$ cat config.mk
export PLATFORM = sky130hd
export DESIGN_NAME = counter_sweep_ctrl
export DESIGN_NICKNAME = d
export VERILOG_FILES = /design/src/rtl/counter_sweep_ctrl.sv
export SDC_FILE = /design/constraint.sdc
export NUM_CORES = 1
export LEC_CHECK = 0
export ABC_CLOCK_PERIOD_IN_PS = 5350
export BUFFER_PORTS_ARGS = -buffer_cell sky130_fd_sc_hd__buf_2
export CAP_MARGIN = 5
export CORE_MARGIN = 5
export CORE_UTILIZATION = 58
export DETAILED_ROUTE_END_ITERATION = 16
export PLACE_DENSITY = 0.85
export RECOVER_POWER = 50
export SLEW_MARGIN = 20
export SYNTH_ARGS = -nofsm -noshare
export SYNTH_HDL_FRONTEND = slang
export SYNTH_SLANG_ARGS = --single-unit
$ cat constraint.sdc
create_clock -name clk -period 5.35 [get_ports clk]
set_input_delay 0.8025 -clock clk [delete_from_list [all_inputs] [get_ports clk]]
set_output_delay 0.8025 -clock clk [all_outputs]
set_load 0.01 [all_outputs]
$ cat src/rtl/counter_sweep_ctrl.sv
// Triangle-sweep initiator for universal_binary_counter: load base, count up to all-ones,
// dwell, count down to zero, dwell, repeat n_sweeps round trips, then clear; checks q on the fly.
module counter_sweep_ctrl #(
  parameter int N     = 8,
  parameter int DWELL = 2
) (
  input  logic         clk,
  input  logic         reset_n,
  input  logic         start,
  input  logic         abort,
  input  logic [N-1:0] base,
  input  logic [7:0]   n_sweeps,
  input  logic [N-1:0] q,
  input  logic         max_tick,
  input  logic         min_tick,
  output logic         syn_clr,
  output logic         load,
  output logic         en,
  output logic         up,
  output logic [N-1:0] d,
  output logic         busy,
  output logic         done,
  output logic [7:0]   sweep_cnt,
  output logic         err
);

  localparam int DW = (DWELL > 1) ? $clog2(DWELL) : 1;
  localparam logic [DW-1:0] DWELL_LAST = DW'(DWELL - 1);

  typedef enum logic [2:0] {IDLE, LOAD, UP, PTOP, DOWN, PBOT, CLEAR} state_t;

  state_t        state;
  logic [DW-1:0] dwell_cnt;
  logic [N-1:0]  exp_val;
  logic          finish_pending;

  // Gating en with the ticks keeps the counter from ever wrapping.
  always_comb begin
    load    = (state == LOAD);
    syn_clr = (state == CLEAR);
    up      = !((state == DOWN) || (state == PBOT));
    en      = ((state == UP) && !max_tick) || ((state == DOWN) && !min_tick);
    busy    = (state != IDLE);
  end

  always_ff @(posedge clk or negedge reset_n) begin
    if (!reset_n) begin
      state          <= IDLE;
      dwell_cnt      <= '0;
      exp_val        <= '0;
      finish_pending <= 1'b0;
      d              <= '0;
      done           <= 1'b0;
      sweep_cnt      <= '0;
      err            <= 1'b0;
    end else begin
      done <= 1'b0;

      // Shadow of what the counter should hold next cycle.
      case (state)
        LOAD:    exp_val <= d;
        CLEAR:   exp_val <= '0;
        default: if (en) exp_val <= up ? exp_val + 1'b1 : exp_val - 1'b1;
      endcase

      if ((state != IDLE) && (state != LOAD) && (q != exp_val))
        err <= 1'b1;

      if ((state != IDLE) && abort) begin
        state          <= CLEAR;
        dwell_cnt      <= '0;
        finish_pending <= 1'b0;
      end else begin
        case (state)
          IDLE: begin
            if (start) begin
              d              <= base;
              sweep_cnt      <= '0;
              err            <= 1'b0;
              finish_pending <= 1'b0;
              state          <= LOAD;
            end
          end
          LOAD: state <= UP;
          UP: begin
            if (max_tick) begin
              dwell_cnt <= '0;
              state     <= PTOP;
            end
          end
          PTOP: begin
            if (dwell_cnt == DWELL_LAST) begin
              dwell_cnt <= '0;
              state     <= DOWN;
            end else begin
              dwell_cnt <= dwell_cnt + 1'b1;
            end
          end
          DOWN: begin
            if (min_tick) begin
              sweep_cnt <= sweep_cnt + 8'd1;
              dwell_cnt <= '0;
              if ((n_sweeps != 8'd0) && (sweep_cnt + 8'd1 == n_sweeps)) begin
                finish_pending <= 1'b1;
                state          <= CLEAR;
              end else begin
                state <= PBOT;
              end
            end
          end
          PBOT: begin
            if (dwell_cnt == DWELL_LAST) begin
              dwell_cnt <= '0;
              state     <= UP;
            end else begin
              dwell_cnt <= dwell_cnt + 1'b1;
            end
          end
          CLEAR: begin
            done           <= finish_pending;
            finish_pending <= 1'b0;
            state          <= IDLE;
          end
          default: state <= IDLE;
        endcase
      end
    end
  end

endmodule

# Word level (Yosys, flattened, before mapping)
# Index checks and enable logic that the tools add are counted.
# Widths: inputs -> output; s select.
# totals
input_bits	30
romBits	0
n_memories	0
mem_bits_rw	0
wordCells	84
register_bits	31
out_inout_bits	23
latchBits	0
# classes
magnitude_cmp	0
shift	0
multipliers	0
n_eq_ne	17
n_div	0
n_addsub	4
mux	30
bitwise	1
reduce_logical	24
# op_table
op	n
$mux 8	4
$pmux 8 s2	2
$mux 3	6
$pmux 3 s6	1
$add 8x1->8 const B	2
$mux 1	14
$eq 3x3->1 const B	3
$ne 3x2->1 const B	3
$eq 8x8->1	1
$ne 8x8->1	1
$reduce_and 4->1	2
$reduce_bool 4->1	2
$reduce_bool 8->1	1
$sub 8x1->8 const B	1
$eq 3x2->1 const B	2
$logic_and 1x1->1	6
$ne 3x1->1 const B	2
$ne 3x3->1 const B	2
$pmux 1 s3	2
$reduce_and 3->1	2
$reduce_bool 3->1	2
$reduce_and 5->1	1
$ne 2x2->1 const B	2
$eq 3x1->1 const B	1
other kinds (8)	11

# Logic depth before layout (Yosys ltp)
# depth
ltp_word	7
depth_mapped	9
ltp_nobuf	8

# Least setup slack after synthesis
# No wires, ideal clock.
# synth_path
kind	input to output
startpoint	input max_tick
endpoint	output en
required_ns	4.548
n_path_buf	1
arrival_ns	1.380
path_stages	4
setup_slack_ns	3.167
cell_sequence	nor4b_4 > a21oi_2 > inv_2 > buf_2
# synth_via
elab_chain_len	3
# synth_lines
item	line	rtl
start, declared	14	input logic max_tick,
$logic_not 1->1	42	en = ((state == UP) && !max_tick) || ((state == DOWN) && !min_tick);
$logic_and 1x1->1	42	
$logic_or 1x1->1	42	
end, declared	18	output logic en,
# No other way between the ends.

# Worst setup path in the final report
# layout_path
startpoint	register state[2]
endpoint	output en
# layout_via
elab_chain_len	3
elab_cells_between_ends	5
classes_between	eq/ne: 2; reduce/logical: 3
# layout_lines
item	line	rtl
start, declared	32	state_t state;
start signal, assigned	48	state <= IDLE;
start signal, assigned	70	state <= CLEAR;
start signal, assigned	81	state <= LOAD;
$eq 3x2->1 / $eq 3x3->1 (equally long branches)	42	
$logic_and 1x1->1	42	
$logic_or 1x1->1 *	42	
# Mark *: on every way between the ends. The rest lies on a longest branch, timed or not.

==> impl_metrics.env <==
export IMPL_hold_path_class="reg -> reg"
export IMPL_grt_pass1_vias=1947
export IMPL_synthAdderAreaFrac_pct=4.80
export IMPL_timing_fmax_mhz=361
export IMPL_coreArea_sq_um=3720
export IMPL_powerDensity_nw_per_um2=490
export IMPL_synth_top_family_by_area="simple AND/OR/NAND/NOR gates"
export IMPL_place_hpwl_microns=4110
export IMPL_synth_fp_nets=289
export IMPL_slew_headroom_pct=-11.3
export IMPL_antenna_found_initial=0
export IMPL_clkPwrFrac_pct=16.4
export IMPL_setup_viol=0
export IMPL_comb_power_share_pct=48.3
export IMPL_synthFlopType="dfrtp_1"
export IMPL_ys_async_sr_fraction_pct=100
export IMPL_net_switching_power_mw=0.560
export IMPL_die_w_microns=72.2
export IMPL_area_growth_syn_to_layout_pct=15.5
export IMPL_start_util_pct=60.3
export IMPL_clock_skew_ps=9.00
export IMPL_p_int_mw=0.709
export IMPL_clock_sinks=31
export IMPL_min_period_over_period_pct=51.8
export IMPL_postSynthCellCount=251
export IMPL_die_area_sq_um=5210
export IMPL_period_minus_slack_ps=2770
export IMPL_worst_hold_path_num_cells=2
export IMPL_synthXorXnorAreaFrac_pct=8.98
export IMPL_worstMarginPinSlew_ps=1670
export IMPL_clock_root_buffer="clkbuf_8"
export IMPL_mostFrequentLayoutCell="buf_2"
export IMPL_first_iter_violations=184
export IMPL_synth_seq_cells=31
export IMPL_vdd_drop_max_v=0.000244
export IMPL_violations="max-capacitance violations, max-slew violations"
export IMPL_holdPathEnd="exp_val[1]$_DFFE_PN0P_"
export IMPL_ys_seq_area_share_pct=34.6
export IMPL_crit_fanout=16
export IMPL_reg2regPathDepth=8
export IMPL_ff2ff_setup_slack_ps=2720
export IMPL_synth_area_mux_share_pct=7.70
export IMPL_yosys_area_share_simple_pct=19.9
export IMPL_track_usage_pct=22.6
export IMPL_cts_setup_buffers=0
export IMPL_gp_congestion=0.937
export IMPL_p_sw_share_pct=44.1
export IMPL_cp_required_ps=4550
export IMPL_firstDrtPassIters=4
export IMPL_worstSetupPathType="reg -> out"
export IMPL_hold_violations=0
export IMPL_wire_per_inst_microns=15.7
export IMPL_synth_edf_count=0
export IMPL_diodes=0
export IMPL_nFillCells=323
export IMPL_synth_cell_types=50
export IMPL_grt_setup_unrepaired="no"
export IMPL_power_leakage_nw=1.20
export IMPL_startpoint="state[2]$_DFFE_PN0P_"
export IMPL_nets=336
export IMPL_maxCapViolations=1
export IMPL_finalMaxSlewViolations=32
export IMPL_grt_pass1_wl_microns=9170
export IMPL_drcViolationCount=0
export IMPL_outcome="finished, violations left"
export IMPL_arrival_ps=1970
export IMPL_rows=22
export IMPL_ctsResizeCount=0
export IMPL_r2r_end="exp_val[7]$_DFFE_PN0P_"
export IMPL_synth_avg_cell_area_sq_um=8.93
export IMPL_start_kind="register"
export IMPL_port_buffers=52
export IMPL_numCtsBuffers=5
export IMPL_syn_area_sq_um=2240
export IMPL_clock_path_buffers=2
export IMPL_clock_latency_ps=290
export IMPL_layout_common_cells="41 x buf_2, 31 x dfrtp_1, 25 x nand2_1"
export IMPL_boundaryPins=53
export IMPL_final_layout_size_suffix_gt1_share_pct=23.4
export IMPL_clk_pin_slew_ps=70
export IMPL_r2r_start="state[2]$_DFFE_PN0P_"
export IMPL_drtAntennaViolNets=0
export IMPL_hold_buffers=0
export IMPL_route_vias_total=2037
export IMPL_seqPwrFrac_pct=35.4
export IMPL_total_power_mw=1.27
export IMPL_min_from="d[1]$_DFFE_PN0P_"
export IMPL_vias_per_cell=5.87
export IMPL_grt_overflow_total=0
export IMPL_synth_compound_area_share_pct=18.9
export IMPL_tritoncts="done"
export IMPL_ys_warn_count=0
export IMPL_htree_num_levels=2
export IMPL_end_kind="output pin"
export IMPL_wirelength_microns=5430
export IMPL_grt_max_degree=32
export IMPL_die_h_microns=72.2
export IMPL_finalSetupTns_ps=0
==> cells by family after synthesis <==
logic type	Yosys count
mux	16
fa+ha+maj	8
flops	31
xor+xnor	23
compound gates	66
simple gates	81
buf+inv	26
==> cell type report <==
class                   count  area, sq um  area share [%]
clock buffers               7         96.3            3.72
clock inverters             1         7.51           0.290
inverters                  14         52.6            2.03
multi-input cells         194         1350            52.2
flip-flops and latches     31          776            30.0
well taps                  48         60.1            2.32
repair buffers             52          246            9.52
==> critical path: stages (launching register included) <==
cell and delay (ps):
dfrtp_1 680, nor2b_4 430, a21oi_2 140, inv_2 240
buf_2 190
==> worst max-delay path by stage <==
stage / endpoint / slack (ps) / depth (start not counted)
final: en / 2580 / 4
after global routing: en / 2460 / 4
after CTS: en / 2580 / 4
after detailed placement: exp_val[7]$_DFFE_PN0P_ / 2720 / 8
after global placement: exp_val[7]$_DFFE_PN0P_ / 2840 / 8
after floorplan: en / 3170 / 4
==> through the flow <==
step                cell area (sq um)  worst slack (ps)  util (%)  hold WS, ps  instances
floorplan                        2240              3170         -          495        251
global placement                 2500              2840      67.3          479        339
detailed placement               2500              2720      67.3          494        339
global route                     2590              2460      69.7          536        347
CTS                              2600              2580      70.1          503        347
finish                           2590              2580      69.7          505        347
==> cell usage after synthesis, types with 5 or more instances <==
master / count / area share (%)
nor2_1: 16 / 2.7
xnor2_1: 11 / 4.3
o21ai_1: 12 / 2.7
nand2_1: 25 / 4.2
dfrtp_1: 31 / 35
o21ai_0: 10 / 2.2
mux2i_1: 6 / 2.7
nor3_1: 6 / 1.3
a21o_1: 5 / 1.7
ha_1: 7 / 3.9
buf_2: 8 / 1.8
inv_1: 10 / 1.7
mux2_2: 9 / 4.5
xor2_1: 12 / 4.7
nand3_1: 10 / 2.2
a21oi_1: 18 / 4.0
==> routing by layer <==
layer	GRT usage, %	share of wire, %	wire, microns	up-vias
li1	-	-	-	995
met1	29.6	43	2310	947
met2	35.7	48	2620	87
met3	6.23	7.5	409	8
met4	7.93	1.7	91	0
met5	0	0	0	-
==> power by group through the flow <==
stage	registers (mW)	clock network (mW)	logic [mW]
after global routing	0.467	0.226	0.679
after floorplan	0.405	0	0.494
after global placement	0.446	0	0.595
after CTS	0.447	0.211	0.622
final	0.449	0.208	0.612
after detailed placement	0.451	0	0.616
==> sequential cells by signal, summed over array words and instances, names as in the netlist <==
name and cells:
err 1, exp_val 8, finish_pending 1, done 1, sweep_cnt 8, dwell_cnt 1, state 3, d 8
Power figures use the tool's default switching activity.
